[config.mk]
export PLATFORM = sky130hd
export DESIGN_NAME = serial_adder_seq_flat
export DESIGN_NICKNAME = d
export VERILOG_FILES = /design/src/rtl/serial_adder_seq_if.sv /design/src/rtl/serial_adder_seq.sv /design/src/flat_wrapper.sv
export SDC_FILE = /design/constraint.sdc
export NUM_CORES = 1
export LEC_CHECK = 0
export ABC_AREA = 1
export BUFFER_PORTS_ARGS = -buffer_cell sky130_fd_sc_hd__buf_2
export CORE_MARGIN = 4
export CORE_UTILIZATION = 50
export DETAILED_ROUTE_END_ITERATION = 7
export PLACE_DENSITY = 0.75
export RECOVER_POWER = 50
export SETUP_SLACK_MARGIN = 0.5
export SLEW_MARGIN = 10
export SYNTH_ARGS = -nofsm -noshare
export SYNTH_HDL_FRONTEND = slang
export SYNTH_SLANG_ARGS = --single-unit
[constraint.sdc]
create_clock -name clk -period 1.7 [get_ports clk]
set_clock_uncertainty 0.15 [all_clocks]
set_input_delay 0.17 -clock clk [delete_from_list [all_inputs] [get_ports clk]]
set_output_delay 0.17 -clock clk [all_outputs]
set_load 0.03 [all_outputs]
[src/rtl/serial_adder_seq_if.sv]
// Operand/result bundle for serial_adder_seq: the requester drives start/a/b/cin,
// and the adder returns busy/done and the held sum/cout/ovf.
interface serial_adder_seq_if #(
  parameter int unsigned WIDTH = 4
);
  logic             start;
  logic [WIDTH-1:0] a;
  logic [WIDTH-1:0] b;
  logic             cin;
  logic             busy;
  logic             done;
  logic [WIDTH-1:0] sum;
  logic             cout;
  logic             ovf;

  modport master (
    output start, a, b, cin,
    input  busy, done, sum, cout, ovf
  );

  modport slave (
    input  start, a, b, cin,
    output busy, done, sum, cout, ovf
  );
endinterface

[src/rtl/serial_adder_seq.sv]
// Bit-serial adder: a 1-bit full-adder slice with a registered carry, WIDTH bits LSB-first.
// Define SERIAL_ADD_OVF_EN to build the two's-complement overflow flag; otherwise ovf is 0.
module serial_adder_seq #(
  parameter int unsigned WIDTH = 4
) (
  input logic               clk,
  input logic               rst,
  serial_adder_seq_if.slave bus
);

  localparam int unsigned CntW = (WIDTH > 2) ? $clog2(WIDTH) : 1;
  localparam logic [CntW-1:0] LastBit = CntW'(WIDTH - 1);

  localparam logic [1:0] StIdle = 2'd0;
  localparam logic [1:0] StRun  = 2'd1;
  localparam logic [1:0] StDone = 2'd2;

  logic [1:0]       state_q, state_d;
  logic [WIDTH-1:0] a_q, a_d;
  logic [WIDTH-1:0] b_q, b_d;
  logic [WIDTH-1:0] sum_q, sum_d;
  logic [CntW-1:0]  cnt_q, cnt_d;
  logic             c_q, c_d;
  logic             cout_q, cout_d;

  logic bit_s;
  logic bit_c;
  logic last_bit;

  // Full-adder slice on the current LSBs; c_q closes the loop between bits.
  assign bit_s    = a_q[0] ^ b_q[0] ^ c_q;
  assign bit_c    = (a_q[0] & b_q[0]) | (c_q & (a_q[0] ^ b_q[0]));
  assign last_bit = (cnt_q == LastBit);

  always_comb begin
    state_d = state_q;
    a_d     = a_q;
    b_d     = b_q;
    sum_d   = sum_q;
    cnt_d   = cnt_q;
    c_d     = c_q;
    cout_d  = cout_q;
    unique case (state_q)
      StIdle: begin
        if (bus.start) begin
          a_d     = bus.a;
          b_d     = bus.b;
          c_d     = bus.cin;
          cnt_d   = '0;
          state_d = StRun;
        end
      end
      StRun: begin
        sum_d = {bit_s, sum_q[WIDTH-1:1]};
        a_d   = a_q >> 1;
        b_d   = b_q >> 1;
        c_d   = bit_c;
        cnt_d = cnt_q + 1'b1;
        if (last_bit) begin
          cout_d  = bit_c;
          state_d = StDone;
        end
      end
      StDone:  state_d = StIdle;
      default: state_d = StIdle;
    endcase
  end

  always_ff @(posedge clk or posedge rst) begin
    if (rst) begin
      state_q <= StIdle;
      a_q     <= '0;
      b_q     <= '0;
      sum_q   <= '0;
      cnt_q   <= '0;
      c_q     <= 1'b0;
      cout_q  <= 1'b0;
    end else begin
      state_q <= state_d;
      a_q     <= a_d;
      b_q     <= b_d;
      sum_q   <= sum_d;
      cnt_q   <= cnt_d;
      c_q     <= c_d;
      cout_q  <= cout_d;
    end
  end

`ifdef SERIAL_ADD_OVF_EN
  logic ovf_q, ovf_d;

  // In the final bit c_q is the carry into the MSB and bit_c the carry out of it.
  always_comb begin
    ovf_d = ovf_q;
    if (state_q == StRun && last_bit) begin
      ovf_d = c_q ^ bit_c;
    end
  end

  always_ff @(posedge clk or posedge rst) begin
    if (rst) begin
      ovf_q <= 1'b0;
    end else begin
      ovf_q <= ovf_d;
    end
  end

  assign bus.ovf = ovf_q;
`else
  assign bus.ovf = 1'b0;
`endif

  assign bus.busy = (state_q == StRun);
  assign bus.done = (state_q == StDone);
  assign bus.sum  = sum_q;
  assign bus.cout = cout_q;

endmodule
[src/flat_wrapper.sv]
// flat-port wrapper written by rule: the top's interface ports become plain ports
module serial_adder_seq_flat 
#(
  parameter int unsigned WIDTH = 4
)
  (clk, rst, bus_start, bus_a, bus_b, bus_cin, bus_busy, bus_done, bus_sum, bus_cout, bus_ovf);
  serial_adder_seq_if #(.WIDTH(WIDTH)) bus_i ();
  input logic clk;
  input logic rst;
  input wire logic [$bits(bus_i.start)-1:0] bus_start;
  input wire logic [$bits(bus_i.a)-1:0] bus_a;
  input wire logic [$bits(bus_i.b)-1:0] bus_b;
  input wire logic [$bits(bus_i.cin)-1:0] bus_cin;
  output wire logic [$bits(bus_i.busy)-1:0] bus_busy;
  output wire logic [$bits(bus_i.done)-1:0] bus_done;
  output wire logic [$bits(bus_i.sum)-1:0] bus_sum;
  output wire logic [$bits(bus_i.cout)-1:0] bus_cout;
  output wire logic [$bits(bus_i.ovf)-1:0] bus_ovf;
  assign bus_i.start = bus_start;
  assign bus_i.a = bus_a;
  assign bus_i.b = bus_b;
  assign bus_i.cin = bus_cin;
  assign bus_busy = bus_i.busy;
  assign bus_done = bus_i.done;
  assign bus_sum = bus_i.sum;
  assign bus_cout = bus_i.cout;
  assign bus_ovf = bus_i.ovf;
  serial_adder_seq #(.WIDTH(WIDTH)) u_core (.clk(clk), .rst(rst), .bus(bus_i));
endmodule
==> tab_implementation.tex <==
\begin{tabular}{lr}
\hline
Metric & Value \\
\hline
\multicolumn{2}{l}{\textbf{Run status}} \\
\quad Outcome & complete, but fails checks \\
\quad Violated checks & negative hold slack \\
\multicolumn{2}{l}{\textbf{Hold path}} \\
\quad Classification of the worst-slack hold path & in2async \\
\multicolumn{2}{l}{\textbf{Timing}} \\
\quad Relative slew slack & 54.6\% \\
\quad Number of pins exceeding their max-slew limit in the final report & 0 \\
\quad Setup-failing EPs final & 0 \\
\quad Share of the clock period used by the worst path & 83.1\% \\
\quad RSZ-0062 raised after global routing & true \\
\quad FMAX & 708 MHz \\
\quad Slew at the pin with the worst max-slew slack & a little under 0.7 ns \\
\quad Crit path time final & 1.41 ns \\
\quad Hold Vio Cnt, Final & 18 \\
\quad Total negative slack & 0 ns \\
\quad Hold WS & -0.183 ns \\
\multicolumn{2}{l}{\textbf{Clock tree}} \\
\quad TritonCTS clock tree & built \\
\quad Library cell used as clock root buffer & sky130\_fd\_sc\_hd\_\_clkbuf\_4 \\
\quad Hold-fix buffers, CTS & 2 \\
\quad CTS Buf Count & 3 \\
\quad TritonCTS sink count & 18 \\
\quad Max H-tree Level & 1 \\
\quad Clock network latency to the later pin of the worst-skew pair & 0.29 ns \\
\quad Clock buffer depth & 2 \\
\quad Clock-pin slew on the worst setup and hold paths & 0.10 ns \\
\multicolumn{2}{l}{\textbf{Worst setup path}} \\
\quad Largest driver fanout on the critical path & 3 \\
\quad CP startpoint kind & register \\
\quad WP data required & 1.38 ns \\
\quad Critical Path Sink Type & primary output \\
\quad Reg2Reg Launch Point & u\_core.c\_q \\
\quad Data arrival, critical path & 1.09 ns \\
\quad Worst Path Class, Setup & reg2out \\
\quad Critical Path Source & u\_core.state\_q[1] \\
\multicolumn{2}{l}{\textbf{Routing}} \\
\quad Post-detailed-route DRC marker count & 0 \\
\quad Aggregate routed wire length & 2270 um \\
\quad Antenna violation net count after detailed routing & 0 \\
\quad Total iterations of the first detailed-routing run & 4 \\
\quad Vias post-DR & 851 \\
\quad Post-detailed-route wirelength per cell & about 13 um \\
\quad Mean number of vias per cell & 4.86 \\
\quad DRT iter0 DRCs & 30 \\
\multicolumn{2}{l}{\textbf{Floorplanning}} \\
\quad Chip Width & 50.3 um \\
\quad Standard-cell row count & 15 \\
\quad Die Area & 0.00253 mm\^{}2 \\
\quad I/O Pins & 20 \\
\quad Std-Cell Core Area & about 0.0017 mm\^{}2 \\
\quad Chip Height & 50.3 um \\
\quad Initial core utilization & between 50\% and 60\% \\
\multicolumn{2}{l}{\textbf{Global routing}} \\
\quad Overflow after GRT & 0 \\
\quad Vias in the first global route & roughly 790 \\
\quad Antenna violations before repair & 0 \\
\quad Wire length of the first global-routing pass & 3510 um \\
\quad Global Route Usage Sum & 18.5\% \\
\quad Largest net degree at the start of global routing & 19 \\
\multicolumn{2}{l}{\textbf{Final layout}} \\
\quad Fraction of final layout cells with drive strength greater than 1 & 44.0\% \\
\quad ANT cells & 0 \\
\quad Post-route insts no fill & approximately 180 \\
\quad P\&R area growth vs syn & 51.0\% \\
\quad Final-stage net count & between 150 and 200 \\
\multicolumn{2}{l}{\textbf{Synth}} \\
\quad Post-synthesis register bit count & 18 \\
\quad Distinct cell type count of the synthesized netlist & 19 \\
\quad Mean instance size in the synthesized netlist & a little over 8 um\^{}2 \\
\quad Net count after synthesis & 124 \\
\quad Mapped Area & 893 um\^{}2 \\
\quad Cell count after synthesis & between 100 and 150 \\
\quad Top cells by area in the synthesized netlist & sky130\_fd\_sc\_hd\_\_dfrtp\_1 50\%, sky130\_fd\_sc\_hd\_\_nand2\_1 16\%, sky130\_fd\_sc\_hd\_\_nand3\_1 7.8\% \\
\quad Leading area contributor after synthesis & sky130\_fd\_sc\_hd\_\_dfrtp\_1 \\
\quad Fraction of post-synthesis cell area in the top cell type by area & roughly 50\% \\
\quad Sequential-to-total area share from yosys stat & approximately half \\
\quad Ys Warns & 0 \\
\multicolumn{2}{l}{\textbf{Pwr}} \\
\quad Switching power summed over all nets & 1.25 mW \\
\quad Clock Power Share & 7.5\% \\
\quad Combinational group share of total power & between 60\% and 70\% \\
\quad Worst IR Drop VDD & 0.00108 V \\
\quad Switching part of the total & between 40 and 50\% \\
\quad Post-layout power & 2.75 mW \\
\quad Part of the total power dissipated in sequential elements & 29.1\% \\
\quad Internal power & 1.50 mW \\
\quad Power per cell area & $\sim$2000 mW/mm\^{}2 \\
\quad Leakage power total & 0.729 nW \\
\multicolumn{2}{l}{\textbf{Placed design}} \\
\quad Dpl hpwl & 1220 um \\
\quad Number of placed cells counting well taps & 150 \\
\quad Number of I/O port buffers & 18 \\
\quad RD Place Congestion & 0.853 \\
\multicolumn{2}{l}{\textbf{Flow run}} \\
\quad Max capacitance violation total & 0 \\
\hline
\end{tabular}
==> layer usage <==
metal	part of all wire, %	GRT usage [%]
met3	5.1	2.67
met4	1.5	8.29
met1	40	24.1
met5	0	0
met2	53	30.2
==> path summary, 6_finish.rpt <==
kind	slack, ns	depth (start not counted)	endpoint
max in group asynchronous	1.15	2	u_core.b_q[2]
setup / recovery	0.29	3	bus_done
hold reg to reg	0.34	2	u_core.a_q[1]
hold / removal	-0.18	2	u_core.bus.sum[3]
min in group clk	0.05	5	u_core.a_q[1]
setup reg to reg	0.35	5	u_core.c_q
==> flip-flops by register name, summed over array words and instances, names as in the netlist <==
register,cells
u_core.a_q,4
u_core.b_q,4
u_core.bus.cout,1
u_core.bus.sum,4
u_core.c_q,1
u_core.cnt_q,2
u_core.state_q,2
==> layout by cell type (no fill, tap or decap), drive strengths merged <==
master,n
nand2,42
buf,34
inv,20
dfrtp,18
nand3,14
nor2,5
clkbuf,5
o21ai,5
a21oi,2
dlygate4sd3,2
fa,1
ha,1
conb,1
==> what timing repair did <==
action | in CTS | in global routing
endpoints found under the hold margin | 20 | 18
buffers inserted | 7 | 9
cloned | 3 | 1
pin swaps | 12 | 3
endpoints found under the setup margin | 18 | 23
gates resized for setup | 29 | 15
==> cells in the mapped netlist <==
cell / number
sky130_fd_sc_hd__inv_2: 2
sky130_fd_sc_hd__dfrtp_1: 18
sky130_fd_sc_hd__nand2_2: 2
sky130_fd_sc_hd__o21ai_2: 2
sky130_fd_sc_hd__a21oi_2: 1
sky130_fd_sc_hd__ha_1: 1
sky130_fd_sc_hd__buf_6: 2
sky130_fd_sc_hd__nand2_4: 1
sky130_fd_sc_hd__nor2_1: 4
sky130_fd_sc_hd__nand3_1: 14
sky130_fd_sc_hd__a21oi_1: 1
sky130_fd_sc_hd__buf_4: 1
sky130_fd_sc_hd__nor2_2: 1
sky130_fd_sc_hd__conb_1: 1
sky130_fd_sc_hd__fa_1: 1
sky130_fd_sc_hd__buf_2: 1
sky130_fd_sc_hd__o21ai_0: 3
sky130_fd_sc_hd__inv_1: 17
sky130_fd_sc_hd__nand2_1: 37
==> kinds of logic after synthesis <==
kind of cell | synth area share (%)
compound gates | 5.18
simple gates | 28.4
flops | 50.4
buf+inv | 11.9
other cells | 0.420
fa+ha+maj | 3.64
==> power groups by stage <==
stage	combinational, mW	clock [mW]	sequential (mW)
6_report	1.74	0.205	0.799
5_1_grt	1.90	0.232	0.822
4_1_cts	1.46	0.210	0.789
3_5_place_dp	1.04	0	0.779
3_3_place_gp	1.02	0	0.778
2_1_floorplan	0.755	0	0.868
==> worst max-delay path: stages, from the launching register on <==
cell and delay [ns]:
sky130_fd_sc_hd__dfrtp_1 0.50, sky130_fd_sc_hd__inv_6 0.07, sky130_fd_sc_hd__nor2_4 0.11, sky130_fd_sc_hd__buf_6 0.13
==> per-stage QoR <==
| step | utilization, % | worst slack [ns] | area, um^2 |
|---|---|---|---|
| floorplan | - | 0.447 | 903 |
| global placement | 58.4 | 0.247 | 997 |
| detailed placement | 58.4 | 0.177 | 997 |
| CTS | 72.2 | 0.338 | 1230 |
| global route | 79.0 | 0.204 | 1350 |
| finish | 79.0 | 0.287 | 1350 |
==> area by class of cell <==
| class | instances | area [um^2] |
|---|---|---|
| inverters | 19 | 83.8 |
| fillers | 106 | 359 |
| clock buffers | 3 | 22.5 |
| well taps | 25 | 31.3 |
| flip-flops and latches | 18 | 450 |
| repair buffers | 38 | 312 |
| repair inverters | 1 | 8.76 |
| multi-input cells | 71 | 440 |
Power figures use the tool's default switching activity.
